===== src/rtl/gpr_file_if.sv =====
// Bus bundle for the GPR file: read ports, two write-back ports, issue/flush
// controls, the debug read port and the pending counter.
interface gpr_file_if #(
    parameter int XLEN = 32,
    parameter int NREG = 16,
    parameter int NRP  = 2
);
    localparam int CW = $clog2(NREG + 1);

    logic [5*NRP-1:0]    rd_addr;
    logic [XLEN*NRP-1:0] rd_data;
    logic [NRP-1:0]      rd_busy;
    logic                wb0_en;
    logic [4:0]          wb0_addr;
    logic [XLEN-1:0]     wb0_data;
    logic                wb1_en;
    logic [4:0]          wb1_addr;
    logic [XLEN-1:0]     wb1_data;
    logic                iss_en;
    logic [4:0]          iss_addr;
    logic                flush;
    logic [4:0]          dbg_addr;
    logic [XLEN-1:0]     dbg_data;
    logic [CW-1:0]       pend_cnt;

    // Pipeline side: drives addresses and strobes, receives read results.
    modport master (
        output rd_addr, wb0_en, wb0_addr, wb0_data, wb1_en, wb1_addr, wb1_data,
               iss_en, iss_addr, flush, dbg_addr,
        input  rd_data, rd_busy, dbg_data, pend_cnt
    );

    // Register file side.
    modport slave (
        input  rd_addr, wb0_en, wb0_addr, wb0_data, wb1_en, wb1_addr, wb1_data,
               iss_en, iss_addr, flush, dbg_addr,
        output rd_data, rd_busy, dbg_data, pend_cnt
    );
endinterface


===== src/rtl/gpr_file.sv =====
// General-purpose register file with write-back scoreboard.
// Two write-back ports (wb1 wins on collision), per-register pending bits set
// on issue and cleared on write-back or flush, optional write-to-read bypass.
module gpr_file #(
    parameter int XLEN   = 32,
    parameter int NREG   = 16,
    parameter int NRP    = 2,
    parameter int BYPASS = 1
) (
    input  logic       sys_clk,
    input  logic       sys_rst,
    gpr_file_if.slave  bus
);
    localparam int         CW     = $clog2(NREG + 1);
    localparam int         IW     = $clog2(NREG);
    localparam logic [5:0] NREG_W = 6'(NREG);
    localparam logic       BYP    = (BYPASS != 0);

    logic [XLEN-1:0] regs_r [NREG];
    logic [NREG-1:0] pend_r;
    logic [NREG-1:0] pend_nxt_s;
    logic [CW-1:0]   cnt_r;
    logic [NREG-1:0] wb0_vec_s;
    logic [NREG-1:0] wb1_vec_s;
    logic [NREG-1:0] iss_vec_s;

    // x0 and addresses beyond the implemented register count are inert.
    function automatic logic addr_ok(input logic [4:0] a);
        return (a != 5'd0) && ({1'b0, a} < NREG_W);
    endfunction

    function automatic logic [CW-1:0] popcount(input logic [NREG-1:0] v);
        logic [CW-1:0] c;
        c = {CW{1'b0}};
        for (int i = 0; i < NREG; i++) begin
            c = c + CW'(v[i]);
        end
        return c;
    endfunction

    // One-hot decode of the write-back and issue targets.
    always_comb begin
        wb0_vec_s = {NREG{1'b0}};
        wb1_vec_s = {NREG{1'b0}};
        iss_vec_s = {NREG{1'b0}};
        for (int r = 0; r < NREG; r++) begin
            wb0_vec_s[r] = bus.wb0_en && addr_ok(bus.wb0_addr) && (bus.wb0_addr == 5'(r));
            wb1_vec_s[r] = bus.wb1_en && addr_ok(bus.wb1_addr) && (bus.wb1_addr == 5'(r));
            iss_vec_s[r] = bus.iss_en && addr_ok(bus.iss_addr) && (bus.iss_addr == 5'(r));
        end
    end

    // Next pending vector: issue beats flush, flush beats write-back clear.
    always_comb begin
        pend_nxt_s = pend_r;
        for (int r = 0; r < NREG; r++) begin
            if (iss_vec_s[r]) begin
                pend_nxt_s[r] = 1'b1;
            end else if (bus.flush) begin
                pend_nxt_s[r] = 1'b0;
            end else if (wb0_vec_s[r] || wb1_vec_s[r]) begin
                pend_nxt_s[r] = 1'b0;
            end else begin
                pend_nxt_s[r] = pend_r[r];
            end
        end
    end

    // Register storage; the LSU port wins when both ports target one register.
    always_ff @(posedge sys_clk) begin
        if (sys_rst) begin
            for (int i = 0; i < NREG; i++) begin
                regs_r[i] <= {XLEN{1'b0}};
            end
        end else begin
            for (int i = 0; i < NREG; i++) begin
                if (wb1_vec_s[i]) begin
                    regs_r[i] <= bus.wb1_data;
                end else if (wb0_vec_s[i]) begin
                    regs_r[i] <= bus.wb0_data;
                end else begin
                    regs_r[i] <= regs_r[i];
                end
            end
        end
    end

    // Pending vector and its population count, kept in lockstep.
    always_ff @(posedge sys_clk) begin
        if (sys_rst) begin
            pend_r <= {NREG{1'b0}};
            cnt_r  <= {CW{1'b0}};
        end else begin
            pend_r <= pend_nxt_s;
            cnt_r  <= popcount(pend_nxt_s);
        end
    end

    for (genvar k = 0; k < NRP; k++) begin : g_rd
        logic [4:0]      a_s;
        logic [IW-1:0]   idx_s;
        logic            w0_s;
        logic            w1_s;
        logic [XLEN-1:0] data_s;
        logic            busy_s;

        // Read port k: optional forwarding of same-cycle write-back data and clear.
        always_comb begin
            a_s    = bus.rd_addr[5*k +: 5];
            idx_s  = a_s[IW-1:0];
            w0_s   = bus.wb0_en && (bus.wb0_addr == a_s);
            w1_s   = bus.wb1_en && (bus.wb1_addr == a_s);
            data_s = {XLEN{1'b0}};
            busy_s = 1'b0;
            if (addr_ok(a_s)) begin
                if (BYP && w1_s) begin
                    data_s = bus.wb1_data;
                end else if (BYP && w0_s) begin
                    data_s = bus.wb0_data;
                end else begin
                    data_s = regs_r[idx_s];
                end
                busy_s = pend_r[idx_s] && !(BYP && (w0_s || w1_s));
            end else begin
                data_s = {XLEN{1'b0}};
                busy_s = 1'b0;
            end
        end

        assign bus.rd_data[XLEN*k +: XLEN] = data_s;
        assign bus.rd_busy[k]              = busy_s;
    end

    logic [XLEN-1:0] dbg_s;

    // Debug port shows committed state only, never forwarded data.
    always_comb begin
        if (addr_ok(bus.dbg_addr)) begin
            dbg_s = regs_r[bus.dbg_addr[IW-1:0]];
        end else begin
            dbg_s = {XLEN{1'b0}};
        end
    end

    assign bus.dbg_data = dbg_s;
    assign bus.pend_cnt = cnt_r;
endmodule


===== src/flat_wrapper.sv =====
// flat-port wrapper written by rule: the top's interface ports become plain ports
module gpr_file_flat 
#(
    parameter int XLEN   = 32,
    parameter int NREG   = 16,
    parameter int NRP    = 2,
    parameter int BYPASS = 1
)
  (sys_clk, sys_rst, bus_rd_addr, bus_wb0_en, bus_wb0_addr, bus_wb0_data, bus_wb1_en, bus_wb1_addr, bus_wb1_data, bus_iss_en, bus_iss_addr, bus_flush, bus_dbg_addr, bus_rd_data, bus_rd_busy, bus_dbg_data, bus_pend_cnt);
  gpr_file_if #(.XLEN(XLEN), .NREG(NREG), .NRP(NRP)) bus_i ();
  input  logic sys_clk;
  input  logic sys_rst;
  input wire logic [$bits(bus_i.rd_addr)-1:0] bus_rd_addr;
  input wire logic [$bits(bus_i.wb0_en)-1:0] bus_wb0_en;
  input wire logic [$bits(bus_i.wb0_addr)-1:0] bus_wb0_addr;
  input wire logic [$bits(bus_i.wb0_data)-1:0] bus_wb0_data;
  input wire logic [$bits(bus_i.wb1_en)-1:0] bus_wb1_en;
  input wire logic [$bits(bus_i.wb1_addr)-1:0] bus_wb1_addr;
  input wire logic [$bits(bus_i.wb1_data)-1:0] bus_wb1_data;
  input wire logic [$bits(bus_i.iss_en)-1:0] bus_iss_en;
  input wire logic [$bits(bus_i.iss_addr)-1:0] bus_iss_addr;
  input wire logic [$bits(bus_i.flush)-1:0] bus_flush;
  input wire logic [$bits(bus_i.dbg_addr)-1:0] bus_dbg_addr;
  output wire logic [$bits(bus_i.rd_data)-1:0] bus_rd_data;
  output wire logic [$bits(bus_i.rd_busy)-1:0] bus_rd_busy;
  output wire logic [$bits(bus_i.dbg_data)-1:0] bus_dbg_data;
  output wire logic [$bits(bus_i.pend_cnt)-1:0] bus_pend_cnt;
  assign bus_i.rd_addr = bus_rd_addr;
  assign bus_i.wb0_en = bus_wb0_en;
  assign bus_i.wb0_addr = bus_wb0_addr;
  assign bus_i.wb0_data = bus_wb0_data;
  assign bus_i.wb1_en = bus_wb1_en;
  assign bus_i.wb1_addr = bus_wb1_addr;
  assign bus_i.wb1_data = bus_wb1_data;
  assign bus_i.iss_en = bus_iss_en;
  assign bus_i.iss_addr = bus_iss_addr;
  assign bus_i.flush = bus_flush;
  assign bus_i.dbg_addr = bus_dbg_addr;
  assign bus_rd_data = bus_i.rd_data;
  assign bus_rd_busy = bus_i.rd_busy;
  assign bus_dbg_data = bus_i.dbg_data;
  assign bus_pend_cnt = bus_i.pend_cnt;
  gpr_file #(.XLEN(XLEN), .NREG(NREG), .NRP(NRP), .BYPASS(BYPASS)) u_core (.sys_clk(sys_clk), .sys_rst(sys_rst), .bus(bus_i));
endmodule

===== config.mk =====
export PLATFORM = sky130hd
export DESIGN_NAME = gpr_file_flat
export DESIGN_NICKNAME = d
export VERILOG_FILES = /design/src/rtl/gpr_file_if.sv /design/src/rtl/gpr_file.sv /design/src/flat_wrapper.sv
export SDC_FILE = /design/constraint.sdc
export NUM_CORES = 2
export LEC_CHECK = 0
export CORE_UTILIZATION = 35
export DETAILED_ROUTE_END_ITERATION = 10
export GPL_TIMING_DRIVEN = 0
export PLACE_DENSITY = 0.51
export SLEW_MARGIN = 15
export SYNTH_ARGS = -nofsm -noshare
export SYNTH_HDL_FRONTEND = slang
export SYNTH_SLANG_ARGS = --single-unit
export TNS_END_PERCENT = 100

===== constraint.sdc =====
create_clock -name sys_clk -period 14.9 [get_ports sys_clk]
set_input_delay 2.235 -clock sys_clk [delete_from_list [all_inputs] [get_ports sys_clk]]
set_output_delay 2.235 -clock sys_clk [all_outputs]
set_load 0.01 [all_outputs]

==> summary.txt <==
Clocking
  • Reg clk slew, reported paths: 50 ps
  • H-tree level count: 3
  • PostCTS Resize Cnt: 0
  • Post-CTS Setup Repair Bufs: 0
  • CTS Buf Count: 68
  • Clk_lat worst skew: 630 ps
  • CTS tree: built
  • CTS Hold Bufs: 0
  • Clk sinks: 533
  • CTS max path bufs: 3
  • CTS root buf: clkbuf_16

Yosys
  • Number of synthesized register bits: 533
  • Post-Synthesis Cells: 3412
  • Ys async rst share: 0%
  • Synth cell types: 58
  • Main flop type after synthesis: edfxtp_1
  • Synthesized area: 37810 µm²
  • Register area share after synthesis: between 40% and 50%
  • Warnings from Yosys: 0
  • Mapped Avg Cell Area: 11.08 µm²
  • EDFF count, synth: 512

Final layout
  • Post-Layout Cell Count: around 5200
  • FILL cells: 10363
  • Share of layout cells above drive strength 1: 20.09%
  • Final net count: 3808
  • Layout area overhead: 16.18%

Timing
  • Final Hold Vio Count: 0
  • Worst-Margin Slew: 1428 ps
  • Worst clock skew: around 2.1 ps
  • Final TNS setup: 0 ps
  • Crit share post-route: between 60% and 70%
  • Worst hold margin: 647.1 ps
  • Slew Limit Fails: 0
  • Slew margin rel.: 4.797%
  • Final-report setup violation count: 0
  • Fmax: 0.1085 GHz
  • Post-layout min period: 9220 ps
  • RSZ-0062 raised after global routing: no

Pwr
  • Internal power: 0.003096 W
  • Part of the power in combinational logic: 20.5%
  • Clk network pwr share: ~38%
  • VDD IR max: 80.64 µV
  • Leakage power: 14.11 nW
  • Switching share of power: 30.84%
  • Reg power frac: 41.6%
  • Psw: 0.001380 W
  • Cell area power density: 101.9 nW/µm²

Placed design
  • DP HPWL: 140.9 mm
  • Routability congestion estimate: 1.003
  • Placed cells: 5025
  • PortBufs: 157

Min path
  • WHS Path Cells: 2
  • HP Class: register to register

Floorplan
  • Rows: 120
  • IO Pins: 203
  • Width of the die: 330.7 µm
  • Height of the die: between 300 and 400 µm
  • Die area: 109400 µm²
  • Initial core utilization: around a third
  • Core area: 107100 µm²

Critical path
  • Worst-path fanout max: 10
  • Reg2Reg Depth: 13
  • CP startpoint kind: input port
  • CP Capture Type: output pin
  • CP arrival: 6980 ps
  • Crit path required time: 12660 ps
  • CP Class: input port to output pin

Route
  • ANT nets after route: 0
  • Iteration count of the initial detailed-routing pass: 6
  • Routed Wire Length: 205.6 mm
  • Initial DRC count: 6662
  • Post-route DRC: 0
  • WL per Instance: between 30 and 40 µm
  • Vias per cell: 6.939
  • Routed vias: around 36000

Global route
  • Grt met3 use: 14.77%
  • Total GRT Usage: 36.93%
  • Initial antenna violation count: 14
  • Largest net degree at the start of global routing: 33
  • Vias in the first global route: 33557
  • Global routing's busiest layer: met2
  • Grt ovf: 0
  • Global Route met1 Usage: about 47%
  • Global-route wire length before repair: 274.4 mm
  • Global-route met2 utilization: 53.14%

Status
  • Run status: finished, final reports clean

Run
  • Maxcap violations: 0
-- state kept, by name (all words and copies together), names as in the netlist --
signal               cells
u_core.bus.pend_cnt      5
u_core.pend_r           16
u_core.regs_r          512
-- Yosys cell counts, types with 4 or more instances --
cell / count / area, µm²
fa_1: 10 / 200.2
nor4_4: 4 / 85.08
o32ai_1: 4 / 35.03
mux2i_1: 96 / 960.9
nor2_1: 357 / 1340
buf_2: 99 / 495.5
nor3_1: 8 / 40.04
nor4b_1: 4 / 35.03
a22o_1: 32 / 280.3
xnor2_1: 9 / 78.83
mux2_2: 128 / 1441
dfxtp_1: 21 / 420.4
or3_1: 8 / 50.05
xor2_1: 13 / 113.9
clkbuf_1: 276 / 1036
nor4bb_1: 4 / 40.04
nor4_2: 4 / 50.05
buf_1: 37 / 138.9
nor2b_1: 50 / 312.8
inv_1: 52 / 195.2
a22oi_1: 128 / 960.9
a32o_1: 4 / 40.04
ha_1: 5 / 62.56
mux4_2: 330 / 7432
nor4_1: 67 / 419.2
nand4bb_1: 4 / 45.04
a211oi_1: 64 / 480.5
a2111oi_0: 4 / 35.03
edfxtp_1: 512 / 15370
o22ai_1: 75 / 469.2
a2111oi_1: 53 / 530.5
a2111oi_2: 7 / 105.1
buf_4: 20 / 150.1
nand2b_1: 42 / 262.8
o21ai_1: 76 / 380.4
o21ai_0: 182 / 910.9
a21oi_1: 126 / 630.6
nand2_1: 352 / 1321
nand3_1: 99 / 495.5
or2_2: 8 / 50.05
buf_6: 6 / 67.56
-- path summary, 6_finish.rpt --
| kind | start | endpoint | slack [ps] |
|---|---|---|---|
| worst max-delay path | bus_dbg_addr[2] | bus_dbg_data[18] | 5680 |
| worst min-delay path | u_core.pend_r[0] | u_core.pend_r[0] | 650 |
| worst max register to register | u_core.pend_r[1] | u_core.bus.pend_cnt[1] | 10840 |
| worst min register to register | u_core.pend_r[0] | u_core.pend_r[0] | 650 |
-- through the flow --
stage	utilization, %	setup slack [ps]	power, W	cell area (µm²)
2_1_floorplan	-	8260	0.002360	37930
3_3_place_gp	38.54	5492	0.002747	41260
3_5_place_dp	38.97	5975	0.002763	41720
4_1_cts	40.98	5973	0.004413	43870
5_1_grt	41.03	5907	0.004540	43920
6_report	41.04	5680	0.004476	43930
-- power groups by stage --
stage | clock network (W) | registers (W) | logic [W]
final | 0.00170 | 0.00186 | 0.000918
after global routing | 0.00174 | 0.00187 | 0.000940
after CTS | 0.00168 | 0.00185 | 0.000884
after detailed placement | 0 | 0.00188 | 0.000881
after global placement | 0 | 0.00188 | 0.000865
after floorplan | 0 | 0.00183 | 0.000526
-- worst max-delay path: stages --
cell,delay [ps]
clkdlybuf4s50_1,690
clkbuf_1,820
clkbuf_1,760
clkbuf_1,850
a211oi_1,190
a211oi_1,740
clkdlybuf4s50_1,680
-- area by class of cell --
type	count	area (µm²)	share of cell area (%)
Timing Repair Buffer	180	1902	4.329
Buffer	438	1896	4.315
Multi-Input combinational cell	2420	20220	46.02
Tap cell	1403	1755	3.996
Antenna cell	8	20.02	0.04557
Clock buffer	87	1836	4.178
Inverter	52	195.2	0.4443
Clock inverter	34	317.8	0.7234
Sequential cell	533	15800	35.95
-- layout by cell type, fill, tap and decap left out, drive strengths merged, types with 5 or more instances in the layout --
cell and count:
edfxtp 512, clkbuf 363, nor2 357, nand2 352
mux4 330, o21ai 258, buf 185, clkdlybuf4s50 157
mux2 128, a22oi 128, a21oi 126, nand3 99
mux2i 96, o22ai 75, nor4 75, a211oi 64
a2111oi 64, inv 53, nor2b 50, nand2b 42
a22o 32, conb 32, clkinv 28, dfxtp 21
xor2 13, or2 11, fa 10, xnor2 9
diode 8, nor3 8, or3 8, ha 5
bufinv 5
-- layer usage --
layer	wire length, µm	part of all wire (%)	vias to the layer above
met3	31450	15	809
li1	-	-	13699
met2	86780	42	3518
met5	114	0.055	-
met1	73540	36	17735
met4	13700	6.7	10
-- kinds of logic after synthesis --
| kind of cell | synth area share, % |
|---|---|
| adder cells (fa/ha/maj) | 0.6949 |
| buffers and inverters | 5.509 |
| flip-flops | 41.77 |
| AO/OA/AOI/OAI | 13.06 |
| multiplexers | 26.01 |
| XOR/XNOR | 0.5096 |
| AND/OR/NAND/NOR | 12.44 |
| other | 0.009917 |
Power figures use the tool's default switching activity.
